<file path="config.mk">
export PLATFORM = sky130hd
export DESIGN_NAME = muldiv_unit
export DESIGN_NICKNAME = d
export VERILOG_FILES = /design/src/rtl/muldiv_unit.sv
export SDC_FILE = /design/constraint.sdc
export NUM_CORES = 1
export LEC_CHECK = 0
export ABC_AREA = 1
export ABC_CLOCK_PERIOD_IN_PS = 2500
export CAP_MARGIN = 30
export CORE_MARGIN = 2
export CORE_UTILIZATION = 27
export CTS_BUF_LIST = sky130_fd_sc_hd__clkbuf_4
export CTS_CLUSTER_DIAMETER = 150
export DETAILED_ROUTE_END_ITERATION = 10
export PLACE_DENSITY_LB_ADDON = 0.25
export SYNTH_ARGS = -nofsm -noshare
export SYNTH_HDL_FRONTEND = slang
export SYNTH_SLANG_ARGS = --single-unit
</file>
<file path="constraint.sdc">
create_clock -name clock -period 2.5 [get_ports clock]
set_clock_uncertainty 0.1 [all_clocks]
set_input_delay 0.5 -clock clock [delete_from_list [all_inputs] [get_ports clock]]
set_output_delay 0.5 -clock clock [all_outputs]
set_load 0.02 [all_outputs]
</file>
<file path="src/rtl/muldiv_unit.sv">
// Iterative multiply/divide engine for the multicycle MIPS datapath.
// Owns HI/LO; radix-2 shift-add multiply and restoring divide, WIDTH iterations each.
module muldiv_unit #(
   parameter int WIDTH = 32
) (
   input  logic             clock,
   input  logic             reset,
   input  logic             start,
   input  logic [1:0]       op,
   input  logic [WIDTH-1:0] a,
   input  logic [WIDTH-1:0] b,
   input  logic             hi_we,
   input  logic             lo_we,
   input  logic [WIDTH-1:0] wdata,
   output logic             busy,
   output logic             done,
   output logic             div_zero,
   output logic [WIDTH-1:0] hi,
   output logic [WIDTH-1:0] lo
);

   // state   | meaning
   // S_IDLE  | waiting for start; direct HI/LO writes allowed
   // S_PREP  | take operand magnitudes, record result signs
   // S_RUN   | WIDTH shift-add / shift-subtract iterations
   // S_FIX   | apply signs, commit HI/LO, pulse done

   localparam int CNT_W = $clog2(WIDTH) + 1;
   localparam logic [CNT_W-1:0] LAST_ITER = CNT_W'(WIDTH - 1);

   typedef enum logic [1:0] {
      S_IDLE,
      S_PREP,
      S_RUN,
      S_FIX
   } state_t;

   state_t               r_state;
   logic [1:0]           r_op;
   logic [WIDTH-1:0]     r_a;
   logic [WIDTH-1:0]     r_b;
   logic [WIDTH-1:0]     r_opb;
   logic [2*WIDTH-1:0]   r_acc;
   logic [CNT_W-1:0]     r_cnt;
   logic                 r_neg_res;
   logic                 r_neg_rem;
   logic                 r_zero;

   logic                 w_signed;
   logic                 w_is_div;
   logic [WIDTH-1:0]     w_mag_a;
   logic [WIDTH-1:0]     w_mag_b;
   logic [WIDTH:0]       w_mul_sum;
   logic [WIDTH:0]       w_rem_sh;
   logic [WIDTH:0]       w_trial;
   logic [2*WIDTH-1:0]   w_next_acc;
   logic [2*WIDTH-1:0]   w_prod;
   logic [WIDTH-1:0]     w_quo;
   logic [WIDTH-1:0]     w_rem;

   assign w_signed = ~r_op[0];
   assign w_is_div = r_op[1];

   assign w_mag_a = (w_signed && r_a[WIDTH-1]) ? -r_a : r_a;
   assign w_mag_b = (w_signed && r_b[WIDTH-1]) ? -r_b : r_b;

   // Multiplier lives in the low half and shifts out; product grows into the high half.
   assign w_mul_sum = {1'b0, r_acc[2*WIDTH-1:WIDTH]} + (r_acc[0] ? {1'b0, r_opb} : '0);

   // Divide: remainder in the high half, dividend bits shift in from the low half.
   assign w_rem_sh = r_acc[2*WIDTH-1:WIDTH-1];
   assign w_trial  = w_rem_sh - {1'b0, r_opb};

   always_comb begin
      w_next_acc = r_acc;
      if (w_is_div) begin
         if (!w_trial[WIDTH]) begin
            w_next_acc = {w_trial[WIDTH-1:0], r_acc[WIDTH-2:0], 1'b1};
         end else begin
            w_next_acc = {w_rem_sh[WIDTH-1:0], r_acc[WIDTH-2:0], 1'b0};
         end
      end else begin
         w_next_acc = {w_mul_sum, r_acc[WIDTH-1:1]};
      end
   end

   assign w_prod = r_neg_res ? -r_acc : r_acc;
   assign w_quo  = r_neg_res ? -r_acc[WIDTH-1:0] : r_acc[WIDTH-1:0];
   assign w_rem  = r_neg_rem ? -r_acc[2*WIDTH-1:WIDTH] : r_acc[2*WIDTH-1:WIDTH];

   always_ff @(posedge clock) begin
      if (reset) begin
         r_state   <= S_IDLE;
         r_op      <= '0;
         r_a       <= '0;
         r_b       <= '0;
         r_opb     <= '0;
         r_acc     <= '0;
         r_cnt     <= '0;
         r_neg_res <= 1'b0;
         r_neg_rem <= 1'b0;
         r_zero    <= 1'b0;
         busy      <= 1'b0;
         done      <= 1'b0;
         div_zero  <= 1'b0;
         hi        <= '0;
         lo        <= '0;
      end else begin
         case (r_state)
            S_IDLE: begin
               done <= 1'b0;
               if (start) begin
                  r_op     <= op;
                  r_a      <= a;
                  r_b      <= b;
                  div_zero <= 1'b0;
                  busy     <= 1'b1;
                  if (op[1] && (b == '0)) begin
                     r_zero  <= 1'b1;
                     r_state <= S_FIX;
                  end else begin
                     r_zero  <= 1'b0;
                     r_state <= S_PREP;
                  end
               end else begin
                  if (hi_we) hi <= wdata;
                  if (lo_we) lo <= wdata;
               end
            end
            S_PREP: begin
               r_neg_res <= w_signed & (r_a[WIDTH-1] ^ r_b[WIDTH-1]);
               r_neg_rem <= w_signed & r_a[WIDTH-1];
               r_acc     <= {{WIDTH{1'b0}}, w_mag_a};
               r_opb     <= w_mag_b;
               r_cnt     <= '0;
               r_state   <= S_RUN;
            end
            S_RUN: begin
               r_acc <= w_next_acc;
               r_cnt <= r_cnt + 1'b1;
               if (r_cnt == LAST_ITER) r_state <= S_FIX;
            end
            S_FIX: begin
               if (r_zero) begin
                  div_zero <= 1'b1;
               end else if (w_is_div) begin
                  lo <= w_quo;
                  hi <= w_rem;
               end else begin
                  {hi, lo} <= w_prod;
               end
               done    <= 1'b1;
               busy    <= 1'b0;
               r_state <= S_IDLE;
            end
            default: r_state <= S_IDLE;
         endcase
      end
   end

endmodule
</file>
### After elaboration in Yosys (flattened, before gate mapping)

Index checks and enable logic that the tools add are counted.

* bits in registers: 240
* bits of input ports: 103
* output and inout bits: 67
* logic and storage cells: 82

* add/sub/neg operators: 8
* equality and inequality tests: 11
* muxes and demuxes: 31
* bitwise gates (word level): 4
* reductions and logical operators: 13

Operators with widths (count)
* $mux 32: 13
* $mux 64: 3
* $neg 32->32: 4
* $pmux 32 s2: 2
* $pmux 64 s2: 1
* $neg 64->64: 1
* $add 32x32->33: 1
* $sub 33x32->33: 1
* $logic_not 32->1: 1
* $ne 2x2->1 const B: 7
* $pmux 6 s2: 1
* $pmux 2 s4: 1
* $reduce_and 4->1: 2
* $add 6x1->6 const B: 1
* $eq 6x5->1 const B: 1
* $mux 2: 3
* $pmux 1 s2: 3
* $reduce_and 2->1: 3
* $eq 2x2->1 const B: 2
* $mux 1: 4
* $reduce_bool 2->1: 2
* $logic_and 1x1->1: 3
* $reduce_and 3->1: 1
* $and 1x1->1: 2
* 4 further kinds: 4

### Longest topological paths before layout

Gate-level depths: netlist of run 1.

* depth after elaboration: 5
* depth in mapped cells: 20
* gate-level depth less buffers: 19

### Least setup slack after synthesis of run 1

OpenSTA, ideal clock, no wires.

* path type: register to register
* from: reg r_acc[0]
* to: reg r_acc[59]
* setup time: 0.132 ns
* arrival time: 2.408 ns
* data required time: 2.268 ns
* setup slack: -0.141 ns
* stages on the path, launching flop included: 20
* cells stage by stage: dfxtp_1 -> buf_6 -> clkbuf_1 -> nand2_1 -> inv_1 -> ha_1 -> inv_1 -> fa_1 -> o21ai_1 -> nand2_1 -> nand2_1 -> nand2_1 -> nand2_1 -> nand3_1 -> nand3_1 -> nand2_1 -> nor2_1 -> nor2_1 -> nand2_1 -> a21oi_1

* word-level cells in the longest chain between the ends: 4

Ends and longest elaborated chain
* from (decl): line 43 `logic [2*WIDTH-1:0] r_acc;`
* from (signal assigned): line 133 `r_acc <= {{WIDTH{1'b0}}, w_mag_a};`
* from (signal assigned): line 139 `r_acc <= w_next_acc;`
* $mux 32: line 68 `assign w_mul_sum = {1'b0, r_acc[2*WIDTH-1:WIDTH]} + (r_acc[0] ? {1'b0, r_opb} : '0);`
* $add 32x32->33: line 68
* $mux 64: line 76 `if (w_is_div) begin`
* $pmux 64 s2: line 109 `case (r_state)`

Every way passes these cells.
A chain may end at the register's enable or synchronous reset.

### Final worst setup path of run 1

* from: reg r_acc[0]
* to: reg r_acc[52]

The elaborated chain is that of the path after synthesis.

==> results of run 1 <==
## through the flow
step / utilization, % / setup TNS [ns] / instance area, um^2
2_1_floorplan: - / 0 / 18800
3_3_place_gp: 34.6 / -2.86 / 23800
3_5_place_dp: 34.6 / -3.96 / 23800
4_1_cts: 36.5 / -1.10 / 25100
5_1_grt: 38.5 / -3.28 / 26400
6_report: 38.5 / -0.0116 / 26400
## cells by family after synthesis
group	count (synthesis)	share of synthesized area, %
buffers and inverters	572	11.8
XOR/XNOR	38	1.77
flip-flops	240	25.6
adder cells (fa/ha/maj)	75	5.08
AND/OR/NAND/NOR	1460	33.8
AO/OA/AOI/OAI	784	22.0
## layout make-up
class	count	area, um^2
clock inverters	26	164
inverters	438	1650
well taps	931	1160
flip-flops and latches	240	4830
repair buffers	528	4650
fillers	7548	42300
multi-input cells	2357	13200
diodes	3	7.51
clock buffers	102	766
## layout by cell type (no fill, tap or decap), drive strengths merged, types with 73 or more instances in the layout
master / count
a21oi: 356
dfxtp: 240
ha: 73
clkbuf: 105
buf: 357
clkdlybuf4s50: 164
o21ai: 340
nand3: 303
inv: 437
nand2: 757
nor2: 268
## what timing repair did
| item | in CTS | in global routing |
|---|---|---|
| buffers inserted | 6 | 13 |
| gates cloned | 2 | 3 |
| endpoints found under the setup margin | 38 | 70 |
| gates resized for setup | 74 | 302 |
| pin swaps | 12 | 72 |
## metal layers
metal / up-vias / track usage [%] / part of all wire, %
met5: - / 0 / 0.011
met4: 2 / 8.61 / 3.5
met3: 144 / 3.73 / 6.5
met2: 756 / 36.0 / 46
met1: 10500 / 29.1 / 44
li1: 11500 / - / -
## worst max-delay path by stage
stage          startpoint         to  slack [ns]  cells after the start
6_report         r_acc[0]  r_acc[52]       -0.01                     16
5_1_grt          r_acc[0]  r_acc[60]       -0.13                     15
4_1_cts         r_acc[31]  r_acc[48]       -0.09                     19
3_5_place_dp    r_acc[31]  r_acc[49]       -0.14                     19
3_3_place_gp     r_acc[0]  r_acc[50]       -0.13                     16
2_1_floorplan    r_acc[0]  r_acc[59]       0.008                     19
## registers in the layout, indices dropped and copies added, names as in the netlist, 2 cells and up
signal and flops:
r_opb 32, r_op 2, hi 32, r_acc 64, lo 32, r_state 2, r_a 32, r_cnt 6
r_b 32
## power groups by stage
stage / Sequential [mW] / Combinational [mW] / Clock, mW
detailed placement: 6.24 / 18.5 / 0
floorplan: 6.62 / 10.0 / 0
global placement: 6.25 / 18.5 / 0
finish: 6.22 / 20.0 / 4.03
CTS: 6.18 / 18.9 / 4.14
global route: 6.37 / 21.9 / 4.34
## worst max-delay path: cells and delay by family, from the launching register on
kind	cells	cell delay, ns
buffers and inverters	5	0.49
DFF	1	0.36
and+or+nand+nor	9	1.01
adders and majority gates	1	0.30
AOI/OAI and AO/OA	1	0.05
==> results by group, run 1 <==
Synthesis
  – Ys Warns: 0
  – Synthesized instance count: 3,169
  – Ys flop type: sky130_fd_sc_hd__dfxtp_1
  – Netlist area before placement: 18,800 um^2
  – Ranking of synthesized cells by area: sky130_fd_sc_hd__dfxtp_1 (26%), sky130_fd_sc_hd__nand2_1 (15%), sky130_fd_sc_hd__a21oi_1 (9.5%), sky130_fd_sc_hd__o21ai_0 (8.4%), sky130_fd_sc_hd__inv_1 (8.3%)
  – Async SR Flop Fraction: 0%
  – Synthesized area divided by synthesized cell count: 5.92 um^2
  – Count of flip-flops with a built-in enable after synthesis: 0
  – Yosys reg bits: 240
  – Share of synthesized area occupied by flip-flops and latches: 25.6%
  – Number of distinct library cell variants in the gate-level netlist after synthesis: 56
  – Share of the synthesized area in the top cell type: 25.6%
  – Most area-hungry cell type in the Yosys netlist: sky130_fd_sc_hd__dfxtp_1
  – Cell with the most instances after synthesis: sky130_fd_sc_hd__nand2_1
  – Most numerous cell types in the synthesized netlist: sky130_fd_sc_hd__nand2_1 (746), sky130_fd_sc_hd__inv_1 (414), sky130_fd_sc_hd__a21oi_1 (355)
  – Post-synth net total: 3,347

Run
  – Maxcap violations: 0

Timing
  – Final critical-path share of the clock period: 100%
  – Setup slack of the critical path after layout: -0.0116 ns
  – RSZ-0062 raised after global routing: yes
  – Fin. max-slew vios: 0
  – Highest attainable clock frequency: 398 MHz
  – Worst hold margin: 0.141 ns
  – Transition time at the pin with the least slew margin: 0.776 ns
  – Final setup violating endpoints: 1
  – Final Hold Violating Endpoints: 0
  – Final critical-path required period: 2.51 ns
  – Max-slew headroom at the worst pin: 47.7%

Pwr
  – Switching part of the total: 50.8%
  – Static leakage power: 12.2 nW
  – NetSw: 15.4 mW
  – Share of power burned in registers: 20.5%
  – Pwr per Cell Area: 1140 nW/um^2
  – Largest voltage drop on the vdd net: 662 uV
  – Power Internal: 14.9 mW
  – Part of the total power dissipated in combinational logic: 66.2%
  – Clock share of power: 13.3%
  – Total power consumption of the routed design: 30.3 mW

Setup path
  – Slowest stage cell on the critical path: sky130_fd_sc_hd__dfxtp_4
  – Data arrival time of the critical path: 3.05 ns
  – Startpoint of the worst-slack reg-to-reg timing path: r_acc[0]
  – Setup slack on the worst flop-to-flop path: -0.01 ns
  – Kind of launch point of the worst setup path: flip-flop
  – Type of the setup path with the least slack: reg2reg
  – Largest fanout on the critical path: 16
  – Worst-path cell chain: buf_8 -> buf_12 -> nand2_1 -> inv_1 -> ha_4 -> nand2_2 -> nor2_4 -> inv_1 -> nor2_4 -> nand4_1 -> nand4_1 -> nand3_1 -> nand2_1 -> inv_1 -> nand2_1 -> a21oi_1
  – Endpoint of the worst-slack reg-to-reg timing path: r_acc[52]
  – Worst stage delay on the critical path: 0.36 ns
  – Cell depth of the worst flop-to-flop path: 16
  – Data required time of the worst path: 3.04 ns
  – Kind of capture point of the worst setup path: flip-flop

Placement
  – Final weighted congestion of routability-driven global placement: 0.952
  – Post-detail-place hpwl: 63,700 um
  – Buffers added on ports: 169
  – Total instance count after detailed placement: 4,471
  – Worst slack, placed: -0.140 ns

Final layout
  – Area added between synthesis and finish: 41.0%
  – Fraction of layout instances using a drive strength above 1: 22.5%
  – Final Net Count: 3,816
  – Final Non-Filler Cells: 4,625

Routing
  – Residual DRC: 0
  – Initial detailed-routing violation count: 1,762
  – Routed WL: 81,900 um
  – Routed len/inst: 17.7 um
  – Total iterations of the first detailed-routing run: 7
  – Number of vias per cell: 4.95
  – DRT antenna net count: 0
  – Count of vias placed by the detailed router: 22,900

Outcome
  – Outcome: complete, but fails checks
  – Violations in the final reports: setup timing

Min path
  – Hold Startpoint: reset
  – Count of cells along the worst hold path: 5
  – Hold Crit Class: in2reg
  – Endpoint, Worst Hold: r_opb[10]

Clock network
  – Hold-fix buffer count after cts: 0
  – Clock-pin slew on the worst setup and hold paths: 0.06 ns
  – TritonCTS Buffers: 73
  – CTS Root Buffer Type: sky130_fd_sc_hd__clkbuf_4
  – Number of sinks driven by the clock tree: 240
  – CTS tree: yes
  – Insertion delay of the later-clocked pin in the worst-skew pair: 0.83 ns
  – Number of H-tree levels: 3
  – Maximum root-to-sink buffer count: 3

Floorplanning
  – Die width: 268 um
  – Die area: 71,600 um^2
  – Top-Level Pins: 170
  – Floorplan row count: 96
  – Std-Cell Core Area: 68,700 um^2
  – Initial Utilization: 27.3%
  – Vert. Die Dim: 268 um

Global route
  – Initial antenna violation count: 6
  – Global-route congestion overflow total: 0
  – Number of global-route vias before repair: 21,200
  – Total routing usage reported by global routing: 22.1%
  – Pin count of the biggest net entering global routing: 117
  – Global-route wire length before repair: 122,000 um
No activity file was read; power rests on OpenSTA's default activity.
==> inputs of run 2 (changes only) <==
--- a/config.mk
+++ b/config.mk
@@ -9,7 +9,7 @@
 export ABC_CLOCK_PERIOD_IN_PS = 2500
 export CAP_MARGIN = 30
 export CORE_MARGIN = 2
-export CORE_UTILIZATION = 27
+export CORE_UTILIZATION = 35
 export CTS_BUF_LIST = sky130_fd_sc_hd__clkbuf_4
 export CTS_CLUSTER_DIAMETER = 150
 export DETAILED_ROUTE_END_ITERATION = 10
==> constraint.sdc (replaced) <==
create_clock -name clock -period 2.5 [get_ports clock]
set_clock_uncertainty 0.1 [all_clocks]
set_input_delay 0.75 -clock clock [delete_from_list [all_inputs] [get_ports clock]]
set_output_delay 0.75 -clock clock [all_outputs]
set_load 0.02 [all_outputs]
==> run 2 against run 1 <==
Effect of this change:
- the run still ends with setup timing left
- clock power is 3% lower
- sequential share of layout area hardly changed
- register-to-register slack worse by 0.08 ns
- wire length is 1.3% lower
- via count is 1.2% higher
- sequential power is 2% higher
- global-route usage is 5.7 points higher
- die area is 23% lower
- count of clock-buffer cells in the layout is 6 higher
- combinational power hardly changed
- critical path depth is 3 higher
- largest cell class unchanged
==> results by group, run 2 (synthesis gave the netlist of run 1 again) <==
Placement
  – Worst slack, placed: -0.312 ns
  – Total instance count after detailed placement: 4,237
  – Final weighted congestion of routability-driven global placement: 1.01
  – Post-detail-place hpwl: 61,600 um
  – Buffers added on ports: 169

Setup path
  – Kind of launch point of the worst setup path: flip-flop
  – Worst-path cell chain: ha_4 -> fa_2 -> inv_2 -> nand2_2 -> nand2_2 -> nand3_2 -> nand2_2 -> nand2_2 -> nand2_4 -> nand2_8 -> nand2_8 -> nand2_4 -> nand2_4 -> buf_12 -> buf_8 -> nand2_2 -> nand3_2 -> nand3_2 -> a21oi_1
  – Critical path origin: r_opb[0]
  – Setup slack on the worst flop-to-flop path: -0.09 ns
  – Largest fanout on the critical path: 5
  – Endpoint of the worst-slack reg-to-reg timing path: r_acc[39]
  – Crit path top cell by count: sky130_fd_sc_hd__nand2_2
  – Kind of capture point of the worst setup path: flip-flop
  – Slowest stage cell on the critical path: sky130_fd_sc_hd__fa_2
  – Startpoint of the worst-slack reg-to-reg timing path: r_opb[0]
  – Data arrival time of the critical path: 3.17 ns
  – Worst stage delay on the critical path: 0.37 ns
  – Cell depth of the worst flop-to-flop path: 19
  – Critical path buffer and inverter count: 3
  – Critical Path Sink: r_acc[39]
  – Top delay family on crit path: simple AND/OR/NAND/NOR gates
  – Data required time of the worst path: 3.08 ns
  – Critical Path Stages: 19
  – Type of the setup path with the least slack: reg2reg

Final layout
  – Commonest cells after routing, fill and taps aside: sky130_fd_sc_hd__nand2_1 (645), sky130_fd_sc_hd__inv_1 (393), sky130_fd_sc_hd__buf_4 (352)
  – Final Non-Filler Cells: 4,399
  – Flip-flop count of the largest register, all copies and words added: 64
  – Largest reg by FF count: r_acc
  – Most frequent standard cell in the layout excluding fill and tap cells: sky130_fd_sc_hd__nand2_1
  – Final Net Count: 3,838
  – End-of-flow core utilization: 50.3%
  – Fraction of layout instances using a drive strength above 1: 25.0%
  – Area added between synthesis and finish: 41.6%
  – Filler instances: 5,485

Routing
  – Count of vias placed by the detailed router: 23,200
  – Routed WL: 80,900 um
  – Number of vias per cell: 5.26
  – Initial detailed-routing violation count: 2,422
  – Total iterations of the first detailed-routing run: 6
  – DRT antenna net count: 0
  – Residual DRC: 0
  – Routed len/inst: 18.4 um

Floorplanning
  – Std-Cell Core Area: 52,800 um^2
  – Top-Level Pins: 170
  – Vert. Die Dim: 235 um
  – Initial Utilization: 35.5%
  – Floorplan row count: 84
  – Die width: 235 um
  – Die area: 55,400 um^2

Timing
  – Setup slack of the critical path after layout: -0.0922 ns
  – RSZ-0062 raised after global routing: yes
  – Final Hold Violating Endpoints: 0
  – Final critical-path required period: 2.59 ns
  – Transition time at the pin with the least slew margin: 0.797 ns
  – Max-slew headroom at the worst pin: 46.9%
  – Final critical-path share of the clock period: 104%
  – Fin. max-slew vios: 0
  – Highest attainable clock frequency: 386 MHz
  – Final setup violating endpoints: 25

Clock network
  – CTS tree: yes
  – Maximum root-to-sink buffer count: 3
  – Insertion delay of the later-clocked pin in the worst-skew pair: 0.82 ns
  – Clock-pin slew on the worst setup and hold paths: 0.06 ns
  – TritonCTS Buffers: 71
  – Hold-fix buffer count after cts: 0
  – CTS Root Buffer Type: sky130_fd_sc_hd__clkbuf_4
  – Number of H-tree levels: 3
  – Number of sinks driven by the clock tree: 240

Global route
  – Total routing usage reported by global routing: 27.8%
  – Initial antenna violation count: 1
  – Number of global-route vias before repair: 21,300
  – Global-route congestion overflow total: 0
  – Pin count of the biggest net entering global routing: 73
  – Global-route wire length before repair: 121,000 um

Run
  – Maxcap violations: 0

Outcome
  – Violations in the final reports: setup timing
  – Outcome: complete, but fails checks

Pwr
  – Static leakage power: 12.5 nW
  – Largest voltage drop on the vdd net: 629 uV
  – Total power consumption of the routed design: 30.0 mW
  – Pwr per Cell Area: 1130 nW/um^2

Min path
  – Hold Crit Class: in2reg
-- run 2: changes by cell type in the layout (fill, tap and decap cells not counted), sizes merged, moves of 3 or more --
| cell | before | now |
|---|---|---|
| buf | 357 | 383 |
| clkdlybuf4s15 | 0 | 3 |
| clkinv | 23 | 14 |
| clkdlybuf4s50 | 164 | 101 |
| dlygate4sd2 | 4 | 64 |
| clkbuf | 105 | 109 |
-- run 2: layout make-up --
type / instances / area, um^2 / area share, %
well taps: 688 / 861 / 3.24
multi-input cells: 2357 / 13500 / 50.9
diodes: 2 / 5.00 / 0.0188
repair buffers: 552 / 4770 / 18.0
clock inverters: 14 / 83.8 / 0.316
flip-flops and latches: 240 / 4840 / 18.2
inverters: 438 / 1650 / 6.21
clock buffers: 108 / 811 / 3.05
-- run 2: timing repair --
item,in CTS,in global routing
resized for setup,290,245
setup buffers,16,20
cloned,4,1
setup endpoints to repair,118,69
pin swaps,63,75
-- run 2: power by group --
part           internal [mW]  switching (mW)
logic                   7.39            12.4
clock network           2.06            1.84
registers               5.18            1.18
total                   14.6            15.4
-- run 2: tightest hold or removal path, stage by stage --
cell and delay (ns):
sky130_fd_sc_hd__buf_2 0.11, sky130_fd_sc_hd__inv_4 0.10, sky130_fd_sc_hd__o21ai_0 0.09, sky130_fd_sc_hd__a21oi_1 0.04
-- run 2: how the worst min path moves through the flow --
stage	from	to	slack [ns]	cells past startpoint
floorplan	r_b[1]	r_b[1]	0.35	2
global placement	r_b[1]	r_b[1]	0.37	2
detailed placement	r_b[1]	r_b[1]	0.37	2
CTS	reset	r_opb[0]	0.21	4
global route	reset	r_opb[9]	0.23	4
finish	reset	r_opb[0]	0.26	4
-- run 2: per-layer routing --
layer  routed length (um)  global-route usage (%)  vias up
li1                     -                       -    11500
met1                37000                    39.8    10600
met2                34400                    41.8      933
met3                 6510                    4.46      160
met4                 2950                    10.6        0
met5                    0                       0        -
-- run 2: per-stage QoR --
step | setup TNS [ns] | cell area (um^2) | hold WS, ns
2_1_floorplan | 0 | 18800 | 0.348
3_3_place_gp | -13.06 | 23500 | 0.367
3_5_place_dp | -14.28 | 23500 | 0.367
4_1_cts | -1.11 | 25400 | 0.208
5_1_grt | -7.05 | 26600 | 0.232
6_report | -1.01 | 26600 | 0.260
==> inputs of run 3 (changes only) <==
--- a/config.mk
+++ b/config.mk
@@ -6,7 +6,6 @@
 export NUM_CORES = 1
 export LEC_CHECK = 0
 export ABC_AREA = 1
-export ABC_CLOCK_PERIOD_IN_PS = 2500
 export CAP_MARGIN = 30
 export CORE_MARGIN = 2
 export CORE_UTILIZATION = 35
==> results of run 3 <==
The final DEF is identical to that of run 2; final timing and power are the same.
